File: src/rtl/calc_key_seq.sv
// Keypad front-end for a two-operand calculator: decodes PS/2 set-2 bytes and drives a shared ALU.
// Defining CALC_TIMEOUT_EN adds an EXEC watchdog of TO_CYCLES cycles.
module calc_key_seq #(
    parameter int MAX_DIGITS = 2,
    parameter int TO_CYCLES  = 255
) (
    input  logic        iCLK,
    input  logic        iRST_n,
    input  logic        iKEY_VALID,
    input  logic [7:0]  iKEY_CODE,
    output logic        oALU_START,
    output logic [1:0]  oALU_OP,
    output logic [6:0]  oALU_A,
    output logic [6:0]  oALU_B,
    input  logic        iALU_DONE,
    input  logic [15:0] iALU_RESULT,
    output logic [15:0] oDISP,
    output logic        oBUSY,
    output logic        oERR
);
    typedef enum logic [1:0] {
        ENTER_A = 2'd0,
        ENTER_B = 2'd1,
        EXEC    = 2'd2,
        SHOW    = 2'd3
    } state_t;

    localparam logic [1:0] MAX_CNT = 2'(MAX_DIGITS);

    state_t      state_r, state_s;
    logic        key_valid_r;
    logic [7:0]  key_code_r;
    logic        brk_r, brk_s;
    logic [6:0]  a_r, a_s, b_r, b_s;
    logic [1:0]  cnt_a_r, cnt_a_s, cnt_b_r, cnt_b_s;
    logic [1:0]  op_r, op_s;
    logic [15:0] disp_r, disp_s;
    logic        err_r, err_s;
    logic        start_r, busy_r;
    logic        key_s, is_digit_s, is_op_s, is_enter_s, is_esc_s;
    logic [3:0]  digit_s;
    logic [1:0]  key_op_s;
    logic        timeout_s, result_ok_s;

    // Map the delayed scan code onto digit / operator / control classes.
    always_comb begin
        is_digit_s = 1'b0;
        is_op_s    = 1'b0;
        is_enter_s = 1'b0;
        is_esc_s   = 1'b0;
        digit_s    = 4'd0;
        key_op_s   = 2'b00;
        case (key_code_r)
            8'h45: begin is_digit_s = 1'b1; digit_s = 4'd0; end
            8'h16: begin is_digit_s = 1'b1; digit_s = 4'd1; end
            8'h1E: begin is_digit_s = 1'b1; digit_s = 4'd2; end
            8'h26: begin is_digit_s = 1'b1; digit_s = 4'd3; end
            8'h25: begin is_digit_s = 1'b1; digit_s = 4'd4; end
            8'h2E: begin is_digit_s = 1'b1; digit_s = 4'd5; end
            8'h36: begin is_digit_s = 1'b1; digit_s = 4'd6; end
            8'h3D: begin is_digit_s = 1'b1; digit_s = 4'd7; end
            8'h3E: begin is_digit_s = 1'b1; digit_s = 4'd8; end
            8'h46: begin is_digit_s = 1'b1; digit_s = 4'd9; end
            8'h79: begin is_op_s = 1'b1; key_op_s = 2'b00; end
            8'h7B: begin is_op_s = 1'b1; key_op_s = 2'b01; end
            8'h7C: begin is_op_s = 1'b1; key_op_s = 2'b10; end
            8'h5A: is_enter_s = 1'b1;
            8'h76: is_esc_s = 1'b1;
            default: begin end
        endcase
    end

    // Break flag: set by F0, swallows exactly the following byte.
    always_comb begin
        if (!key_valid_r) begin
            brk_s = brk_r;
        end else if (brk_r) begin
            brk_s = 1'b0;
        end else if (key_code_r == 8'hF0) begin
            brk_s = 1'b1;
        end else begin
            brk_s = brk_r;
        end
    end

    assign key_s = key_valid_r && !brk_r && (key_code_r != 8'hF0) && (key_code_r != 8'hE0);
    assign result_ok_s = (disp_r[15:7] == 9'd0) && (disp_r[6:0] <= 7'd99);

`ifdef CALC_TIMEOUT_EN
    localparam int TW = $clog2(TO_CYCLES + 1);
    logic [TW-1:0] to_cnt_r;

    // Cycles spent in EXEC; restarts from zero on every entry.
    always_ff @(posedge iCLK or negedge iRST_n) begin
        if (!iRST_n) begin
            to_cnt_r <= '0;
        end else if (state_r == EXEC) begin
            to_cnt_r <= to_cnt_r + TW'(1);
        end else begin
            to_cnt_r <= '0;
        end
    end

    assign timeout_s = (state_r == EXEC) && (to_cnt_r == TW'(TO_CYCLES - 1));
`else
    assign timeout_s = 1'b0;
`endif

    // Next-state and operand/display updates; ESC overrides everything including ALU done.
    always_comb begin
        state_s = state_r;
        a_s     = a_r;
        b_s     = b_r;
        cnt_a_s = cnt_a_r;
        cnt_b_s = cnt_b_r;
        op_s    = op_r;
        disp_s  = disp_r;
        err_s   = err_r;
        if (key_s && is_esc_s) begin
            state_s = ENTER_A;
            a_s     = 7'd0;
            b_s     = 7'd0;
            cnt_a_s = 2'd0;
            cnt_b_s = 2'd0;
            disp_s  = 16'd0;
            err_s   = 1'b0;
        end else begin
            case (state_r)
                ENTER_A: begin
                    if (key_s && is_digit_s && (cnt_a_r < MAX_CNT)) begin
                        a_s     = a_r * 7'd10 + {3'd0, digit_s};
                        cnt_a_s = cnt_a_r + 2'd1;
                    end else if (key_s && is_op_s) begin
                        op_s    = key_op_s;
                        b_s     = 7'd0;
                        cnt_b_s = 2'd0;
                        state_s = ENTER_B;
                    end else begin
                        state_s = ENTER_A;
                    end
                end
                ENTER_B: begin
                    if (key_s && is_digit_s && (cnt_b_r < MAX_CNT)) begin
                        b_s     = b_r * 7'd10 + {3'd0, digit_s};
                        cnt_b_s = cnt_b_r + 2'd1;
                    end else if (key_s && is_op_s) begin
                        op_s = key_op_s;
                    end else if (key_s && is_enter_s) begin
                        state_s = EXEC;
                    end else begin
                        state_s = ENTER_B;
                    end
                end
                EXEC: begin
                    if (iALU_DONE) begin
                        disp_s  = iALU_RESULT;
                        state_s = SHOW;
                    end else if (timeout_s) begin
                        disp_s  = 16'hFFFF;
                        err_s   = 1'b1;
                        state_s = SHOW;
                    end else begin
                        state_s = EXEC;
                    end
                end
                SHOW: begin
                    if (key_s && is_digit_s) begin
                        a_s     = {3'd0, digit_s};
                        cnt_a_s = 2'd1;
                        b_s     = 7'd0;
                        cnt_b_s = 2'd0;
                        state_s = ENTER_A;
                    end else if (key_s && is_op_s && result_ok_s) begin
                        a_s     = disp_r[6:0];
                        op_s    = key_op_s;
                        b_s     = 7'd0;
                        cnt_b_s = 2'd0;
                        state_s = ENTER_B;
                    end else if (key_s && is_op_s) begin
                        err_s = 1'b1;
                    end else begin
                        state_s = SHOW;
                    end
                end
                default: state_s = ENTER_A;
            endcase
        end
        // While an operand is being typed the display tracks it.
        case (state_s)
            ENTER_A: disp_s = {9'd0, a_s};
            ENTER_B: disp_s = {9'd0, b_s};
            default: begin end
        endcase
    end

    // Key pipeline stage plus all state and output registers.
    always_ff @(posedge iCLK or negedge iRST_n) begin
        if (!iRST_n) begin
            key_valid_r <= 1'b0;
            key_code_r  <= 8'h00;
            brk_r       <= 1'b0;
            state_r     <= ENTER_A;
            a_r         <= 7'd0;
            b_r         <= 7'd0;
            cnt_a_r     <= 2'd0;
            cnt_b_r     <= 2'd0;
            op_r        <= 2'b00;
            disp_r      <= 16'd0;
            err_r       <= 1'b0;
            start_r     <= 1'b0;
            busy_r      <= 1'b0;
        end else begin
            key_valid_r <= iKEY_VALID;
            key_code_r  <= iKEY_CODE;
            brk_r       <= brk_s;
            state_r     <= state_s;
            a_r         <= a_s;
            b_r         <= b_s;
            cnt_a_r     <= cnt_a_s;
            cnt_b_r     <= cnt_b_s;
            op_r        <= op_s;
            disp_r      <= disp_s;
            err_r       <= err_s;
            start_r     <= (state_s == EXEC) && (state_r != EXEC);
            busy_r      <= (state_s == EXEC);
        end
    end

    assign oALU_START = start_r;
    assign oALU_OP    = op_r;
    assign oALU_A     = a_r;
    assign oALU_B     = b_r;
    assign oDISP      = disp_r;
    assign oBUSY      = busy_r;
    assign oERR       = err_r;
endmodule

File: config.mk
export PLATFORM = sky130hd
export DESIGN_NAME = calc_key_seq
export DESIGN_NICKNAME = d
export VERILOG_FILES = /design/src/rtl/calc_key_seq.sv
export SDC_FILE = /design/constraint.sdc
export NUM_CORES = 1
export LEC_CHECK = 0
export BUFFER_PORTS_ARGS = -buffer_cell sky130_fd_sc_hd__clkbuf_2
export CAP_MARGIN = 15
export CORE_MARGIN = 5
export CORE_UTILIZATION = 35
export DETAILED_ROUTE_END_ITERATION = 16
export GPL_ROUTABILITY_DRIVEN = 0
export GPL_TIMING_DRIVEN = 0
export PLACE_DENSITY_LB_ADDON = 0.3
export SETUP_SLACK_MARGIN = 0.2
export SYNTH_ARGS = -nofsm -noshare
export SYNTH_HDL_FRONTEND = slang
export SYNTH_SLANG_ARGS = --single-unit
File: constraint.sdc
create_clock -name iCLK -period 4 [get_ports iCLK]
set_input_delay 0.4 -clock iCLK [delete_from_list [all_inputs] [get_ports iCLK]]
set_output_delay 0.4 -clock iCLK [all_outputs]
set_load 0.02 [all_outputs]
[Word-level counts from Yosys, hierarchy flattened]
Index checks and enable logic that the tools add are counted.
W data, S select, Z words.
Word-level totals
  ROM bits: 0
  bits in registers: 51
  bits in writable memories: 0
  latch bits: 0
  logic and storage cells: 146
  output and inout bits: 35
  memories kept: 0
Cells by class
  bitwise gates (word level): 1
  multiplexer cells: 57
  $mul: 2
  shift operators: 0
  divide/modulo/power cells: 0
  equality and inequality tests: 36
  $lt $le $gt $ge: 3
  reduce and logical (&&, ||, !) cells: 30
  $add $sub $neg: 4
Operator list (count)
  $mux W7: 10
  $eq A8 B7 Y1 const B: 7
  $eq A8 B6 Y1 const B: 6
  $mux W16: 3
  $mux W2: 22
  $pmux W4 S9: 1
  $pmux W16 S2: 1
  $pmux W7 S3: 1
  $eq A8 B5 Y1 const B: 2
  $ne A8 B8 Y1 const B: 2
  $ne A3 B3 Y1 const B: 5
  $add A7 B4 Y7: 2
  $mul A7 B3 Y6 const B: 2
  $ne A2 B2 Y1 const B: 7
  $pmux W7 S2: 1
  $mux W1: 13
  $logic_and A1 B1 Y1: 12
  $pmux W2 S3: 2
  $reduce_bool A4 Y1: 3
  $reduce_or A10 Y1: 1
  $logic_not A9 Y1: 1
  $eq A8 B8 Y1 const B: 1
  $pmux W2 S2: 2
  $pmux W2 S4: 1
  other kinds (17): 25

[Logic depth before layout (Yosys ltp)]
Gate-level depths: netlist of the first run.
  depth in word-level cells: 13
  mapped depth: 16
  gate-level depth less buffers: 15

[Worst setup path before layout of the first run]
OpenSTA, ideal clock, no wires.
  path kind: reg2reg
  start: reg key_code_r[0]
  end: reg disp_r[5] (netlist: oDISP[5])
  arrival: 2904 ps
  library setup time: 79 ps
  buffers on the path: 0
  period minus slack after synthesis: 2984 ps
  setup slack: 1016 ps
  required time: 3921 ps
  stages on the path, launching flop included: 16
  cell sequence: dfrtp_1 nand4bb_1 a211oi_1 a31oi_4 inv_1 ha_1 inv_1 fa_1 nor2b_1 o21ai_0 xor2_1 nand2_1 mux2_2 a21oi_1 mux2i_1 mux2i_1
RTL lines
  from (decl): RTL line 32  | logic [7:0] key_code_r;
  from (signal assigned): RTL line 214  | key_code_r <= iKEY_CODE;
  branches (longest 8 deep; another with $add A7 B4 Y7)
  $mux W7 (*): RTL line 119  | if (key_s && is_esc_s) begin
  named net a_s[5]: RTL line 34  | logic [6:0] a_r, a_s, b_r, b_s;
  $pmux W16 S2 (*): RTL line 189  | case (state_s)
  to (signal assigned): RTL line 222  | disp_r <= disp_s;
  to (decl): RTL line 37  | logic [15:0] disp_r, disp_s;
Mark *: on every way through the listed nets, which the timed path passes.
A chain may end at the register's enable or synchronous reset.

[Worst setup path after layout of the first run]
Same ends and word-level chain as after synthesis.

==> impl_metrics.env, run 1 <==
export IMPL_synth_edff_count=0
export IMPL_hpwl_mm=7.601
export IMPL_drt_wl_total_mm=9.999
export IMPL_fill_cells=977
export IMPL_firstDrtPassIters=5
export IMPL_die_w_um=111.0
export IMPL_p_clk_share_pct=16.2
export IMPL_fin_crit_sh_pct=85.79
export IMPL_r2r_end="oDISP[5]$_DFFE_PN0P_"
export IMPL_grt_first_pass_wirelength_mm=16.53
export IMPL_syn_inst=376
export IMPL_grt_overflow_total=0
export IMPL_cts_tree="built"
export IMPL_setup_worst_path_start_class="flip-flop"
export IMPL_yosysMostFrequentCell="dfrtp_1"
export IMPL_ant_nets=0
export IMPL_drtIter0Drc=212
export IMPL_slew_limit_headroom_pct=27.52
export IMPL_hp_class="input pin to asynchronous set/reset pin"
export IMPL_yosysUniqueCellTypes=72
export IMPL_swShare_pct=46.50
export IMPL_post_cts_resized=0
export IMPL_final_max_slew_viol_count=0
export IMPL_synth_mux_area_share_pct=8.827
export IMPL_num_io_pins=63
export IMPL_p_sw_mw=1.098
export IMPL_synth_compound_area_share_pct=21.40
export IMPL_insertion_delay_ns=0.32
export IMPL_seqPwrFrac_pct=31.5
export IMPL_postCtsSetupRepairBufs=0
export IMPL_ir_drop_mv=0.2973
export IMPL_syn_to_final_growth_pct=17.20
export IMPL_dieArea_sq_um=12330
export IMPL_cts_clk_slew_worst_paths_ns=0.11
export IMPL_die_h_um=111.0
export IMPL_yosys_warnings=0
export IMPL_setup_viol=0
export IMPL_htreeDepth=2
export IMPL_ys_top_cells_by_count="dfrtp_1, nand2_1, a21oi_1"
export IMPL_critPathMaxFanout=7
export IMPL_regToRegSetupSlack_ns=0.57
export IMPL_root_buffer="clkbuf_8"
export IMPL_synth_top_family_by_area="compound AO/OA/AOI/OAI gates"
export IMPL_crit_arrival_ns=3.68
export IMPL_grt_pass1_vias=3281
export IMPL_synth_top_cell_area_share_pct=35.73
export IMPL_yosysSeqAreaShare_pct=35.73
export IMPL_p_per_area_nw_per_um2=563.9
export IMPL_fin_crit_ns=3.432
export IMPL_start_util_pct=36.21
export IMPL_worst_slew_pin_slew_ns=1.079
export IMPL_antenna_found_initial=0
export IMPL_drive_above_1_share_pct=22.37
export IMPL_crit_path_end_kind="flip-flop"
export IMPL_numCtsBuffers=5
export IMPL_diodes=0
export IMPL_grt_use_total_pct=15.98
export IMPL_rsz0062_at_grt="no"
export IMPL_hold_violations=0
export IMPL_grt_max_degree=36
export IMPL_syn_area_per_cell_sq_um=9.500
export IMPL_r2r_start="key_code_r[0]$_DFF_PN0_"
export IMPL_cts_sinks=51
export IMPL_drv_cap=0
export IMPL_drcViolationCount=0
export IMPL_clk_path_buf_depth=2
export IMPL_core_sq_um=9864
export IMPL_synth_fa_ha_area_share_pct=8.897
export IMPL_synth_area_leaders="dfrtp_1, ha_1, mux2i_1"
export IMPL_synth_xor_area_share_pct=3.678
export IMPL_setup_tns_ns=0
export IMPL_total_power_mw=2.361
export IMPL_critPathMaxStageDelay_ns=0.44
export IMPL_leakage_nw=1.969
export IMPL_p_int_mw=1.263
export IMPL_rr_worst_depth=15
export IMPL_syn_area_sq_um=3572
export IMPL_vias_per_cell=5.474
export IMPL_finClkSkew_ns=0.009829
export IMPL_fmax_ghz=0.2914
export IMPL_p_comb_share_pct=52.3
export IMPL_worst_ep_required_time_ns=4.25
export IMPL_ys_seq_elements=51
export IMPL_route_vias_total=3175
export IMPL_worst_path_dominant_cell_family="compound AO/OA/AOI/OAI gates"
export IMPL_run_status="finished clean"
export IMPL_yosys_area_top_type="dfrtp_1"
export IMPL_crit_type="flip-flop to flip-flop"
export IMPL_avgRoutedWirePerCell_um=17.24
export IMPL_ys_flop_type="dfrtp_1"
export IMPL_synth_nets=427
export IMPL_portBuffers=62
export IMPL_num_rows=36
export IMPL_async_reset_ff_share_pct=100.0
export IMPL_nNetsFinal=497
export IMPL_ctsHoldBuffers=0
export IMPL_synth_simple_gate_area_share_pct=16.67
export IMPL_timing_critical_path_buf_inv=2
export IMPL_cp_slowest_cell="dfrtp_1"
export IMPL_cp_cell_sequence="nand4bb_1, a211oi_2, a31oi_4, inv_1, ha_1, inv_1, fa_1, nor2b_1, o21ai_0, xor2_1, nand2_1, mux2_2, a21oi_1, mux2i_1, mux2i_1"
## state kept, by name, indices dropped and copies added (netlist names)
register,cells
oBUSY,1
state_r,2
oDISP,16
oALU_START,1
key_valid_r,1
oERR,1
oALU_B,7
cnt_a_r,2
oALU_OP,2
oALU_A,7
key_code_r,8
cnt_b_r,2
brk_r,1
## layout by cell type (no fill, tap or decap), types with 3 or more instances in the layout
cell / count
ha_1: 19
a31o_1: 3
mux2_2: 8
nand3_1: 5
mux2i_1: 21
nor3_1: 6
a32oi_1: 3
fa_1: 4
a32o_1: 3
nor2b_1: 10
nor2_1: 22
a31oi_1: 5
inv_1: 23
o21ai_0: 16
a211o_1: 3
nor4_1: 3
dfrtp_1: 51
nand2_1: 37
clkbuf_8: 5
clkbuf_1: 9
nor3b_1: 3
xnor2_1: 11
a21o_1: 3
nand2b_1: 8
xor2_1: 4
a211oi_1: 4
clkbuf_2: 62
o22ai_1: 3
a21oi_1: 29
buf_2: 5
## area by class of cell
type,count,area (sq um),share of cell area [%]
repair buffers,63,330.3,7.890
plain buffers,17,85.08,2.032
inverters,23,86.33,2.062
clock buffers,5,68.82,1.644
clock inverters,3,43.79,1.046
flip-flops and latches,51,1276,30.48
multi-input cells,285,2130,50.87
well taps,133,166.4,3.975
## cells by family (layout without fill, tap and decap cells)
family	Yosys count	after routing
simple gates	115	115
compound gates	102	102
flops	51	51
buf+inv	40	111
mux	30	30
fa+ha+maj	23	23
xor+xnor	15	15
## worst max path at each step
| stage | start | to | cells after the start |
|---|---|---|---|
| floorplan | key_code_r[0]$_DFF_PN0_ | oDISP[5]$_DFFE_PN0P_ | 15 |
| global placement | key_code_r[0]$_DFF_PN0_ | oDISP[5]$_DFFE_PN0P_ | 15 |
| detailed placement | key_code_r[0]$_DFF_PN0_ | oDISP[5]$_DFFE_PN0P_ | 15 |
| CTS | key_code_r[0]$_DFF_PN0_ | oDISP[5]$_DFFE_PN0P_ | 15 |
| global route | key_code_r[0]$_DFF_PN0_ | oDISP[5]$_DFFE_PN0P_ | 15 |
| finish | key_code_r[0]$_DFF_PN0_ | oDISP[5]$_DFFE_PN0P_ | 15 |
## metal layers
| layer | vias to the layer above | part of all wire, % | GRT usage (%) |
|---|---|---|---|
| met2 | 114 | 47 | 26.58 |
| met5 | - | 0 | 0 |
| met1 | 1549 | 46 | 21.86 |
| li1 | 1504 | - | - |
| met4 | 0 | 1.0 | 3.325 |
| met3 | 8 | 6.1 | 2.838 |
## per-stage QoR
| step | cell area [sq um] | hold WS, ns | util (%) | instances | setup slack [ns] |
|---|---|---|---|---|---|
| after CTS | 4182 | 0.05422 | 42.39 | 580 | 0.4625 |
| after global routing | 4187 | 0.07681 | 42.44 | 580 | 0.2961 |
| final | 4187 | 0.04019 | 42.44 | 580 | 0.5685 |
| after floorplan | 3572 | 0.1044 | - | 376 | 1.016 |
| after global placement | 4049 | 0.4809 | 41.05 | 571 | 0.5911 |
| after detailed placement | 4069 | 0.3907 | 41.25 | 572 | 0.4803 |
## power groups by stage
stage,Clock (mW),Sequential (mW),Combinational (mW)
finish,0.382,0.744,1.23
global route,0.399,0.759,1.35
CTS,0.385,0.743,1.23
detailed placement,0,0.752,1.22
global placement,0,0.748,1.20
floorplan,0,0.809,0.787
## worst reg2reg max path, stage by stage, from the launching register on
cell       delay [ns]
dfrtp_1          0.44
nand4bb_1        0.40
a211oi_2         0.39
a31oi_4          0.12
inv_1            0.19
ha_1             0.19
inv_1            0.06
fa_1             0.39
nor2b_1          0.12
o21ai_0          0.10
xor2_1           0.15
nand2_1          0.07
mux2_2           0.27
a21oi_1          0.18
mux2i_1          0.14
mux2i_1          0.16
(Power assumes the default switching activity.)
==> run 2, diff against run 1 <==
--- a/config.mk
+++ b/config.mk
@@ -8,12 +8,13 @@
 export BUFFER_PORTS_ARGS = -buffer_cell sky130_fd_sc_hd__clkbuf_2
 export CAP_MARGIN = 15
 export CORE_MARGIN = 5
-export CORE_UTILIZATION = 35
+export CORE_UTILIZATION = 50
 export DETAILED_ROUTE_END_ITERATION = 16
 export GPL_ROUTABILITY_DRIVEN = 0
 export GPL_TIMING_DRIVEN = 0
 export PLACE_DENSITY_LB_ADDON = 0.3
 export SETUP_SLACK_MARGIN = 0.2
+export SLEW_MARGIN = 40
 export SYNTH_ARGS = -nofsm -noshare
 export SYNTH_HDL_FRONTEND = slang
 export SYNTH_SLANG_ARGS = --single-unit
==> impl_metrics.env, run 2 (synthesized netlist as in run 1, its figures left out) <==
export IMPL_portBuffers=62
export IMPL_dpl_cell_area_sq_um=4010
export IMPL_layout_common_cells="clkbuf_2, dfrtp_1, nand2_1"
export IMPL_root_buffer="clkbuf_8"
export IMPL_dieArea_sq_um=8935
export IMPL_grt_max_degree=52
export IMPL_setup_worst_path_start_class="flip-flop"
export IMPL_critPathMaxFanout=7
export IMPL_design_area_sq_um=4135
export IMPL_leakage_nw=1.958
export IMPL_largest_reg_flops=16
export IMPL_total_power_mw=2.334
export IMPL_hp_class="input pin to asynchronous set/reset pin"
export IMPL_fin_crit_ns=3.387
export IMPL_start_util_pct=52.00
export IMPL_syn_to_final_growth_pct=15.76
export IMPL_num_rows=30
export IMPL_run_status="finished clean"
export IMPL_fmax_ghz=0.2953
export IMPL_postCtsSetupRepairBufs=0
export IMPL_final_common_cell="clkbuf_2"
export IMPL_cp_cell_sequence="nand4bb_2, a211oi_2, a31oi_4, inv_1, ha_1, inv_1, fa_1, nor2b_1, o21ai_0, xor2_1, nand2_1, mux2_2, a21oi_1, mux2i_1, mux2i_1"
export IMPL_crit_type="flip-flop to flip-flop"
export IMPL_cts_tree="built"
export IMPL_cts_clk_slew_worst_paths_ns=0.11
export IMPL_grt_use_total_pct=21.76
export IMPL_slew_limit_headroom_pct=47.13
export IMPL_route_vias_total=3133
export IMPL_ant_nets=0
export IMPL_insertion_delay_ns=0.32
export IMPL_rsz0062_at_grt="no"
export IMPL_die_w_um=94.53
export IMPL_p_per_area_nw_per_um2=564.3
export IMPL_final_max_slew_viol_count=0
export IMPL_hold_slack_ns=0.09142
export IMPL_die_h_um=94.53
export IMPL_clk_path_buf_depth=2
export IMPL_avgRoutedWirePerCell_um=17.19
export IMPL_grt_first_pass_wirelength_mm=15.41
export IMPL_htreeDepth=2
export IMPL_cts_sinks=51
export IMPL_drtIter0Drc=219
export IMPL_vias_per_cell=5.780
export IMPL_drive_above_1_share_pct=22.65
export IMPL_fin_crit_sh_pct=84.66
export IMPL_critPathMaxStageDelay_ns=0.45
export IMPL_numCtsBuffers=5
export IMPL_hpwl_mm=6.960
export IMPL_grt_pass1_vias=3185
export IMPL_worst_ep_required_time_ns=4.25
export IMPL_final_core_util_pct=60.20
export IMPL_cp_slowest_cell="dfrtp_1"
export IMPL_crit_arrival_ns=3.63
export IMPL_antenna_found_initial=0
export IMPL_nNetsFinal=496
export IMPL_drv_cap=0
export IMPL_diodes=0
export IMPL_drcViolationCount=0
export IMPL_setup_tns_ns=0
export IMPL_hold_violations=0
export IMPL_num_io_pins=63
export IMPL_crit_path_end_kind="flip-flop"
export IMPL_ir_drop_mv=0.4327
export IMPL_drt_wl_total_mm=9.315
export IMPL_setup_viol=0
export IMPL_core_sq_um=6869
export IMPL_grt_overflow_total=0
export IMPL_worst_slew_pin_slew_ns=0.7848
export IMPL_finClkSkew_ns=0.009433
export IMPL_firstDrtPassIters=5
## run 2: area by class of cell
cell class / instances / area [sq um]
Clock inverter: 3 / 46.29
Inverter: 23 / 86.33
Tap cell: 96 / 120.1
Fill cell: 595 / 2734
Clock buffer: 5 / 68.82
Multi-Input combinational cell: 285 / 2140
Buffer: 17 / 85.08
Timing Repair Buffer: 62 / 312.8
Sequential cell: 51 / 1276
## run 2: metrics by stage
step | std cells | setup WS, ns
floorplan | 376 | 1.016
global placement | 534 | 0.6126
detailed placement | 534 | 0.4497
CTS | 542 | 0.4330
global route | 542 | 0.2222
finish | 542 | 0.6135
## run 2: layer usage
layer	GRT usage (%)	vias up	part of all wire (%)	wire length (um)
met5	0	-	0	0
met4	6.250	0	2.1	191
met3	5.339	21	6.3	585
met2	35.28	112	47	4362
met1	28.95	1508	45	4175
li1	-	1492	-	-
## run 2: power breakdown
group          total (mW)  leakage (nW)  internal, mW  switching (mW)
registers           0.738         0.666         0.621           0.117
clock network       0.389        0.0548         0.189           0.200
logic                1.21          1.24         0.453           0.753
## run 2: worst paths after layout
path | endpoint | cells after the start | slack [ns] | startpoint
min | oDISP[11]$_DFFE_PN0P_ | 1 | 0.09 | iRST_n
min in group iCLK | key_code_r[3]$_DFF_PN0_ | 1 | 0.18 | iKEY_CODE[3]
max | oDISP[5]$_DFFE_PN0P_ | 15 | 0.61 | key_code_r[0]$_DFF_PN0_
max in group asynchronous | key_code_r[0]$_DFF_PN0_ | 1 | 3.45 | iRST_n
min reg2reg | brk_r$_DFFE_PN0P_ | 1 | 0.52 | key_valid_r$_DFF_PN0_
max reg2reg | oDISP[5]$_DFFE_PN0P_ | 15 | 0.61 | key_code_r[0]$_DFF_PN0_
## run 2: critical path, delay by kind of cell, from the launching register on
family                     cells  cell delay [ns]
AOI/OAI and AO/OA              4             0.73
xor gates and xnor gates       1             0.17
adders and majority gates      2             0.59
buffers and inverters          2             0.25
DFF                            1             0.45
muxes                          3             0.53
and+or+nand+nor                3             0.59
## run 2: what timing repair did
| item | 4_1_cts | 5_1_grt |
|---|---|---|
| setup endpoints to repair | 0 | 1 |
| endpoints found under the hold margin | 0 | 0 |
| hold buffers | 0 | 0 |
| gates resized for setup | 0 | 2 |
